$ cat config.mk
export PLATFORM = sky130hd
export DESIGN_NAME = nrc_counter_param
export DESIGN_NICKNAME = d
export VERILOG_FILES = /design/src/rtl/nrc_pkg.sv /design/src/rtl/nrc_counter_param.sv
export SDC_FILE = /design/constraint.sdc
export NUM_CORES = 1
export LEC_CHECK = 0
export CAP_MARGIN = 30
export CELL_PAD_IN_SITES_DETAIL_PLACEMENT = 1
export CELL_PAD_IN_SITES_GLOBAL_PLACEMENT = 2
export CORE_MARGIN = 5
export CORE_UTILIZATION = 25
export CTS_CLUSTER_SIZE = 25
export DETAILED_ROUTE_END_ITERATION = 12
export HOLD_SLACK_MARGIN = 0.02
export PLACE_DENSITY = 0.77
export SYNTH_ARGS = -nofsm -noshare
export SYNTH_HDL_FRONTEND = slang
export SYNTH_SLANG_ARGS = --single-unit
$ cat constraint.sdc
create_clock -name clk -period 4.2 [get_ports clk]
set_input_delay 0.42 -clock clk [delete_from_list [all_inputs] [get_ports clk]]
set_output_delay 0.42 -clock clk [all_outputs]
set_load 0.02 [all_outputs]
$ cat src/rtl/nrc_pkg.sv
// Shared constants and types for the parametrised encoder counter family.
package nrc_pkg;

    localparam int unsigned NRC_WIDTH_DEFAULT = 4;
    localparam int unsigned NRC_MAX_DEFAULT   = 7;
    localparam int unsigned NRC_THR_DEFAULT   = 4;

    typedef enum logic {
        NRC_SATURATE = 1'b0,
        NRC_WRAP     = 1'b1
    } nrc_mode_t;

endpackage

$ cat src/rtl/nrc_counter_param.sv
// Enabled-cycle counter with runtime terminal/threshold, tc pulse and pgt flag.
// Define NRC_DOWN_EN to add the dir input for max->0 down counting.
module nrc_counter_param
    import nrc_pkg::*;
#(
    parameter int unsigned WIDTH       = NRC_WIDTH_DEFAULT,
    parameter int unsigned MAX_DEFAULT = NRC_MAX_DEFAULT,
    parameter int unsigned THR_DEFAULT = NRC_THR_DEFAULT
) (
    input  logic             clk,
    input  logic             clear,
    input  logic             restart,
    input  logic             en,
    input  logic             wrap,
`ifdef NRC_DOWN_EN
    input  logic             dir,
`endif
    input  logic             cfg_load,
    input  logic [WIDTH-1:0] cfg_max,
    input  logic [WIDTH-1:0] cfg_thr,
    output logic [WIDTH-1:0] count,
    output logic             pgt,
    output logic             tc
);

    localparam logic [WIDTH-1:0] MAX_RST = WIDTH'(MAX_DEFAULT);
    localparam logic [WIDTH-1:0] THR_RST = WIDTH'(THR_DEFAULT);
    localparam logic [WIDTH-1:0] ONE     = WIDTH'(1);
    localparam logic             PGT_RST = (THR_RST == '0);

    logic [WIDTH-1:0] count_q, count_d;
    logic [WIDTH-1:0] max_q, max_d;
    logic [WIDTH-1:0] thr_q, thr_d;
    logic             pgt_q, pgt_d;
    logic             tc_q, tc_d;
    logic             down;
    nrc_mode_t        mode;

    assign mode = nrc_mode_t'(wrap);

`ifdef NRC_DOWN_EN
    assign down = dir;
`else
    assign down = 1'b0;
`endif

    always_comb begin
        max_d   = max_q;
        thr_d   = thr_q;
        count_d = count_q;
        tc_d    = 1'b0;
        if (cfg_load) begin
            max_d   = cfg_max;
            thr_d   = cfg_thr;
            count_d = down ? cfg_max : '0;
        end else if (restart) begin
            count_d = down ? max_q : '0;
        end else if (en) begin
            if (down) begin
                if (count_q != '0) begin
                    count_d = count_q - ONE;
                    tc_d    = (count_d == '0);
                end else if (mode == NRC_WRAP) begin
                    count_d = max_q;
                    tc_d    = (max_q == '0);
                end
            end else begin
                // A count above max (never expected) behaves as if at max.
                if (count_q < max_q) begin
                    count_d = count_q + ONE;
                    tc_d    = (count_d == max_q);
                end else if (mode == NRC_WRAP) begin
                    count_d = '0;
                    tc_d    = (max_q == '0);
                end
            end
        end
        // Compare the next count so pgt is aligned with count, not a cycle late.
        pgt_d = (count_d >= thr_d);
    end

    always_ff @(posedge clk or posedge clear) begin
        if (clear) begin
            count_q <= '0;
            max_q   <= MAX_RST;
            thr_q   <= THR_RST;
            pgt_q   <= PGT_RST;
            tc_q    <= 1'b0;
        end else begin
            count_q <= count_d;
            max_q   <= max_d;
            thr_q   <= thr_d;
            pgt_q   <= pgt_d;
            tc_q    <= tc_d;
        end
    end

    assign count = count_q;
    assign pgt   = pgt_q;
    assign tc    = tc_q;

endmodule

==> summary.md, run 1 <==
| Metric | Value |
|---|---|
| Run status | finished, final reports clean |
| Placer Congestion | 0.762 |
| DRC errors left | 0 |
| Xor-xnor portion of the synthesized cell area | 0.0517 |
| Die area | 0.00465 sq mm |
| Ant diodes | 0 |
| Final Skew | ~2.5 ps |
| Final Hold Fails | 0 |
| Core area | 0.00331 sq mm |
| DR vias/cell | 4.58 |
| Tightest Hold Check Type | in2async |
| Clock Tree Root | clkbuf_4 |
| Syn Inst Count | 80 |
| Port Buffers | 19 |
| Initial Utilization | 0.256 |
| Post-synthesis register bit count | 14 |
| Post-synthesis simple-gate area fraction | 0.134 |
| Mapped Nets | 103 |
| PostCTS Resize Cnt | 0 |
| Post-CTS Setup Bufs | 0 |
| Cts hold-fix bufs | 0 |
| Max-Cap Viols | 0 |
| Largest net degree at the start of global routing | 15 |
| Leakage power | approximately 0.54 nW |
| Utilization after layout | 0.341 |
| Skew-Pair Late Insertion Delay | about 290 ps |
| Layout area overhead | 33.1% |
| CTS Sinks | 14 |
| Post-DRT Antenna Nets | 0 |
| Initial antenna violation count | 0 |
| Drt total wl | 2.09 mm |
| Netlist cell types | 30 |
| Iter 0 DRT Violations | 15 |
| Max Slew Vio Count | 0 |
| Commonest non-fill, non-tap cell in the layout | clkdlybuf4s50_1 |
| Overflow after GRT | 0 |
| Worst reg-to-reg setup slack | ~1300 ps |
| RSZ-0062 raised after global routing | false |
| Htree depth | 1 |
| FP Rows | 21 |
| Mux contribution to synthesized area | 0.0871 |
| Layout cells sized above 1 | 0.118 |
| Worst EP required | between 4000 and 5000 ps |
| Setup tns final | 0 ps |
| GRT Util Overall | 0.104 |
| WL/cell | approximately 14 um |
| Die width | 68.2 um |
| Cts bufs inserted | 3 |
| Crit. End Element | flip-flop |
| Slew margin rel. | 0.632 |
| Slew @ Worst Pin | 552 ps |
| CTS tree | built |
| First-pass DRT Iterations | 4 |
| Top FF cell, synth | dfrtp_1 |
| Power Total | 314 uW |
| Synth Area in Compound Gates | 0.130 |
| Most frequent cells in the layout | clkdlybuf4s50_1 (19), dfrtp_1 (10), inv_1 (9), ha_1 (9), a21o_1 (5) |
| Hpwl dp | 1.68 mm |
| Number of global-route vias before repair | 729 |
| Worst VDD drop | 164 uV |
| Syn_area_per_cell | 10.6 sq um |
| Clk slew on worst S/H paths | roughly 100 ps |
| Layout Nets | 126 |
| Power density cells | approximately 280 mW/mm^2 |
| Post-synth EDFFs | 0 |
| Post-Synth Adder-Cell Area | 0.133 |
| Die span in y | 68.2 um |
| Setup CP Type | reg2reg |
| Largest family of logic cells by synthesized area | simple AND/OR/NAND/NOR gates |
| Routed vias | 678 |
| # setup viols final | 0 |
| Tmin final | between 2000 and 3000 ps |
| Worst path arrival time | between 3000 and 4000 ps |
| Startpoint Class | flip-flop |
| Maximum fanout along the worst path | 6 |
| Number of warnings issued by yosys | 0 |
| Timing-limited maximum frequency | 348 MHz |
| First-pass GRT wire length | 3.53 mm |
| Part of the cycle the worst path needs | 0.684 |
| Ports | 20 |
| Sequential area share after synthesis | 0.419 |
| Asr flop ratio synth | 1.00 |
| Max clock buf depth | 2 |
| Cell Area, Synth | 847 sq um |
-- cell usage after synthesis (2+ instances only) --
master	count	share of area
xnor2_1	3	0.031
dfstp_2	4	0.12
xor2_1	2	0.021
nand2_1	4	0.018
nand3_1	2	0.012
nor2_1	3	0.013
ha_1	9	0.13
nand2b_1	2	0.015
mux2_2	3	0.040
o21ai_0	4	0.024
inv_1	9	0.040
mux2i_1	4	0.047
a21o_1	5	0.044
dfrtp_1	10	0.30
-- metrics by stage --
stage	hold WS (ps)	worst slack, ps	cell area [sq um]	std cells
CTS	490	1310	1130	148
detailed placement	495	1130	1090	144
finish	464	1330	1130	148
floorplan	306	1610	847	80
global placement	484	1190	1090	144
global route	521	1180	1130	148
-- state kept, by name, indices dropped and copies added, names as in the netlist --
name   count
thr_q      4
count      4
tc         1
pgt        1
max_q      4
-- layer usage --
layer / wire, um / part of all wire / global-route usage
met5: 0 / 0 / 0
met4: 19 / 0.0091 / 0.0223
met3: 89 / 0.043 / 0.0378
met2: 1060 / 0.51 / 0.178
met1: 918 / 0.44 / 0.124
-- cell type report --
type,instances,area (sq um)
clock buffers,4,36.3
fillers,401,2180
inverters,9,33.8
multi-input cells,56,454
flip-flops and latches,14,355
well taps,46,57.6
repair buffers,19,190
-- worst max-delay path: stages, from the launching register on --
cell	delay [ps]
dfstp_2	530
inv_1	80
ha_1	280
o21ai_0	80
a21oi_1	450
o311a_1	330
mux2i_1	100
ha_1	290
nand2b_1	140
a21o_1	170
a21o_1	160
a21o_1	160
-- worst paths after layout --
check / from / endpoint / cells past startpoint
min in group clk: thr_q[3] / thr_q[3] / 2
min: clear / max_q[3] / 2
max: max_q[2] / pgt / 11
max in group asynchronous: clear / max_q[1] / 2
min reg2reg: thr_q[3] / thr_q[3] / 2
max reg2reg: max_q[2] / pgt / 11
-- power breakdown --
group | internal [mW] | total, mW | switching (mW)
logic | 0.0307 | 0.0589 | 0.0282
registers | 0.146 | 0.151 | 0.00483
clock network | 0.0528 | 0.104 | 0.0512
-- cell families (layout without fill, tap and decap cells) --
family                     Yosys count  after routing
AOI/OAI and AO/OA                   15             15
muxes                                7              7
and+or+nand+nor                     20             20
xor gates and xnor gates             5              5
DFF                                 14             14
adders and majority gates            9              9
buffers and inverters               10             32
Note: power is estimated with default switching activity, not from simulation.
==> run 2: changes to the inputs <==
==> constraint.sdc (replaced) <==
create_clock -name clk -period 2.9 [get_ports clk]
set_input_delay 0.29 -clock clk [delete_from_list [all_inputs] [get_ports clk]]
set_output_delay 0.29 -clock clk [all_outputs]
set_load 0.02 [all_outputs]
==> run 2 against run 1 <==
Against the previous run: clock skew about the same; largest cell class unchanged; die area unchanged; sequential power increased by 45%; combinational power increased by 56%; clock power increased by 40%; utilization increased by 1.2 points; critical endpoint unchanged; critical path depth unchanged.
==> summary.md, run 2 (same netlist as run 1, synthesis figures left out) <==
| Metric | Value |
|---|---|
| Die width | 68.2 um (unchanged) |
| CTS tree | built |
| Number of global-route vias before repair | 812 (+11%) |
| Final Skew | 2.44 ps (-0.0951 ps) |
| DR vias/cell | 4.39 (-4.1%) |
| Setup tns final | 0 ps (unchanged) |
| Most frequent cells in the layout | clkdlybuf4s50_1 (19), dfrtp_1 (10), inv_1 (9), ha_1 (9) |
| Worst path arrival time | 2830 ps (-230 ps) |
| Max Slew Vio Count | 0 (unchanged) |
| Setup CP Type | reg2reg |
| Startpoint Class | flip-flop |
| FP Rows | 21 (unchanged) |
| Overflow after GRT | 0 (unchanged) |
| Layout cells sized above 1 | 0.168 (+0.0506) |
| Clk slew on worst S/H paths | 90 ps (about the same) |
| Placer Congestion | 0.921 (+21%) |
| Worst VDD drop | 123 uV (-25%) |
| CTS Sinks | 14 (unchanged) |
| Slew margin rel. | 0.623 (-0.00888) |
| WL/cell | 13.4 um (-5.4%) |
| Crit. End Element | flip-flop |
| Tightest Hold Check Type | in2async |
| Run status | finished, final reports clean |
| RSZ-0062 raised after global routing | false |
| Core area | 0.00331 sq mm (unchanged) |
| DRC errors left | 0 (unchanged) |
| Post-place setup slack | 168 ps (-966 ps) |
| Hpwl dp | 1.67 mm (-0.57%) |
| Drt total wl | 2.04 mm (-2.2%) |
| Worst EP required | 3080 ps (-1310 ps) |
| Die area | 0.00465 sq mm (unchanged) |
| Maximum fanout along the worst path | 5 (-1) |
| Power density cells | 390 mW/mm^2 (+40%) |
| Initial Utilization | 0.256 (unchanged) |
| Combinational fraction of design power | 0.201 (+0.013) |
| Slew @ Worst Pin | 564 ps (+12.7 ps) |
| Layout area overhead | 38.0% |
| Largest net degree at the start of global routing | 15 (unchanged) |
| Utilization after layout | 0.353 (+0.0125) |
| Part of the cycle the worst path needs | 0.913 (+0.229) |
| Internal | 337 uW (+47%) |
| Clock network power share | 0.319 (-0.012) |
| Iter 0 DRT Violations | 27 (+12) |
| First-pass DRT Iterations | 3 (-1) |
| Post-DRT Antenna Nets | 0 (unchanged) |
| Max clock buf depth | 2 (unchanged) |
| Tmin final | 2650 ps (-225 ps) |
| Routed vias | 672 (-0.88%) |
| Post-CTS Setup Bufs | 0 (unchanged) |
| Sw frac | 0.260 (-0.00791) |
| Ant diodes | 0 (unchanged) |
| Final Hold Fails | 0 (unchanged) |
| Cts bufs inserted | 3 (unchanged) |
| GRT Util Overall | 0.105 (+0.000812) |
| Flop pwr share | 0.480 (about the same) |
| Setup ws final | 253 ps (-1080 ps) |
| Initial antenna violation count | 0 (unchanged) |
| Cts hold-fix bufs | 0 (unchanged) |
| Timing-limited maximum frequency | 378 MHz (+8.5%) |
| Htree depth | 1 (unchanged) |
| Die span in y | 68.2 um (unchanged) |
| Layout Nets | 131 (+4.0%) |
| Filler Cells Inserted | 390 (-2.7%) |
| Port Buffers | 19 (unchanged) |
| Skew-Pair Late Insertion Delay | 280 ps (about the same) |
| Commonest non-fill, non-tap cell in the layout | clkdlybuf4s50_1 |
| # setup viols final | 0 (unchanged) |
| First-pass GRT wire length | 3.58 mm (+1.6%) |
| Clock Tree Root | clkbuf_4 |
| Max-Cap Viols | 0 (unchanged) |
| NetSw | 119 uW (+41%) |
| Leakage power | 0.568 nW (+4.8%) |
| Ports | 20 (unchanged) |
==> run 2: critical path, stage by stage, from the launching register on <==
cell	delay (ps)
dfstp_2	530
inv_1	70
ha_1	280
o21ai_1	170
a21oi_2	80
o311a_1	360
mux2i_1	170
ha_1	250
nand2b_1	140
a21o_1	170
a21o_1	170
a21o_1	160
==> run 2: stage by stage <==
step	hold WS, ps	cells	cell area, sq um	power [mW]
2_1_floorplan	176	80	847	0.272
3_3_place_gp	479	149	1130	0.313
3_5_place_dp	482	149	1130	0.314
4_1_cts	363	153	1160	0.463
5_1_grt	388	153	1170	0.487
6_report	352	153	1170	0.456
==> run 2: metal layers <==
layer / vias up / wire, um / GRT usage / part of all wire
met3: 2 / 61 / 0.0213 / 0.030
met1: 325 / 942 / 0.124 / 0.46
met5: - / 0 / 0 / 0
met2: 10 / 1000 / 0.177 / 0.49
li1: 335 / - / - / -
met4: 0 / 34 / 0.0571 / 0.017
==> run 2: area by class of cell <==
class	instances	area, sq um	area share
Clock buffer	4	36.3	0.0310
Tap cell	46	57.6	0.0493
Inverter	9	33.8	0.0289
Timing Repair Buffer	24	228	0.195
Sequential cell	14	355	0.304
Multi-Input combinational cell	56	458	0.392
==> run 2: power by group through the flow <==
stage | Clock [mW] | Combinational, mW | Sequential [mW]
after global placement | 0 | 0.0902 | 0.222
after floorplan | 0 | 0.0477 | 0.224
after CTS | 0.151 | 0.0932 | 0.219
after detailed placement | 0 | 0.0919 | 0.222
after global routing | 0.161 | 0.105 | 0.221
final | 0.146 | 0.0916 | 0.219
==> run 2: worst paths after layout <==
kind / start / end / slack, ps / depth (start not counted)
worst max-delay path: max_q[2] / pgt / 250 / 11
worst min-delay path: clear / tc / 350 / 2
worst max register to register: max_q[2] / pgt / 250 / 11
worst min register to register: thr_q[3] / thr_q[3] / 500 / 2
max in group asynchronous: clear / thr_q[2] / 2170 / 2
min in group clk: thr_q[3] / thr_q[3] / 500 / 2
==> run 2: repair_timing <==
item                                    CTS  global route
endpoints found under the setup margin    0             1
endpoints found under the hold margin     0             0
gates resized for setup                   0             2
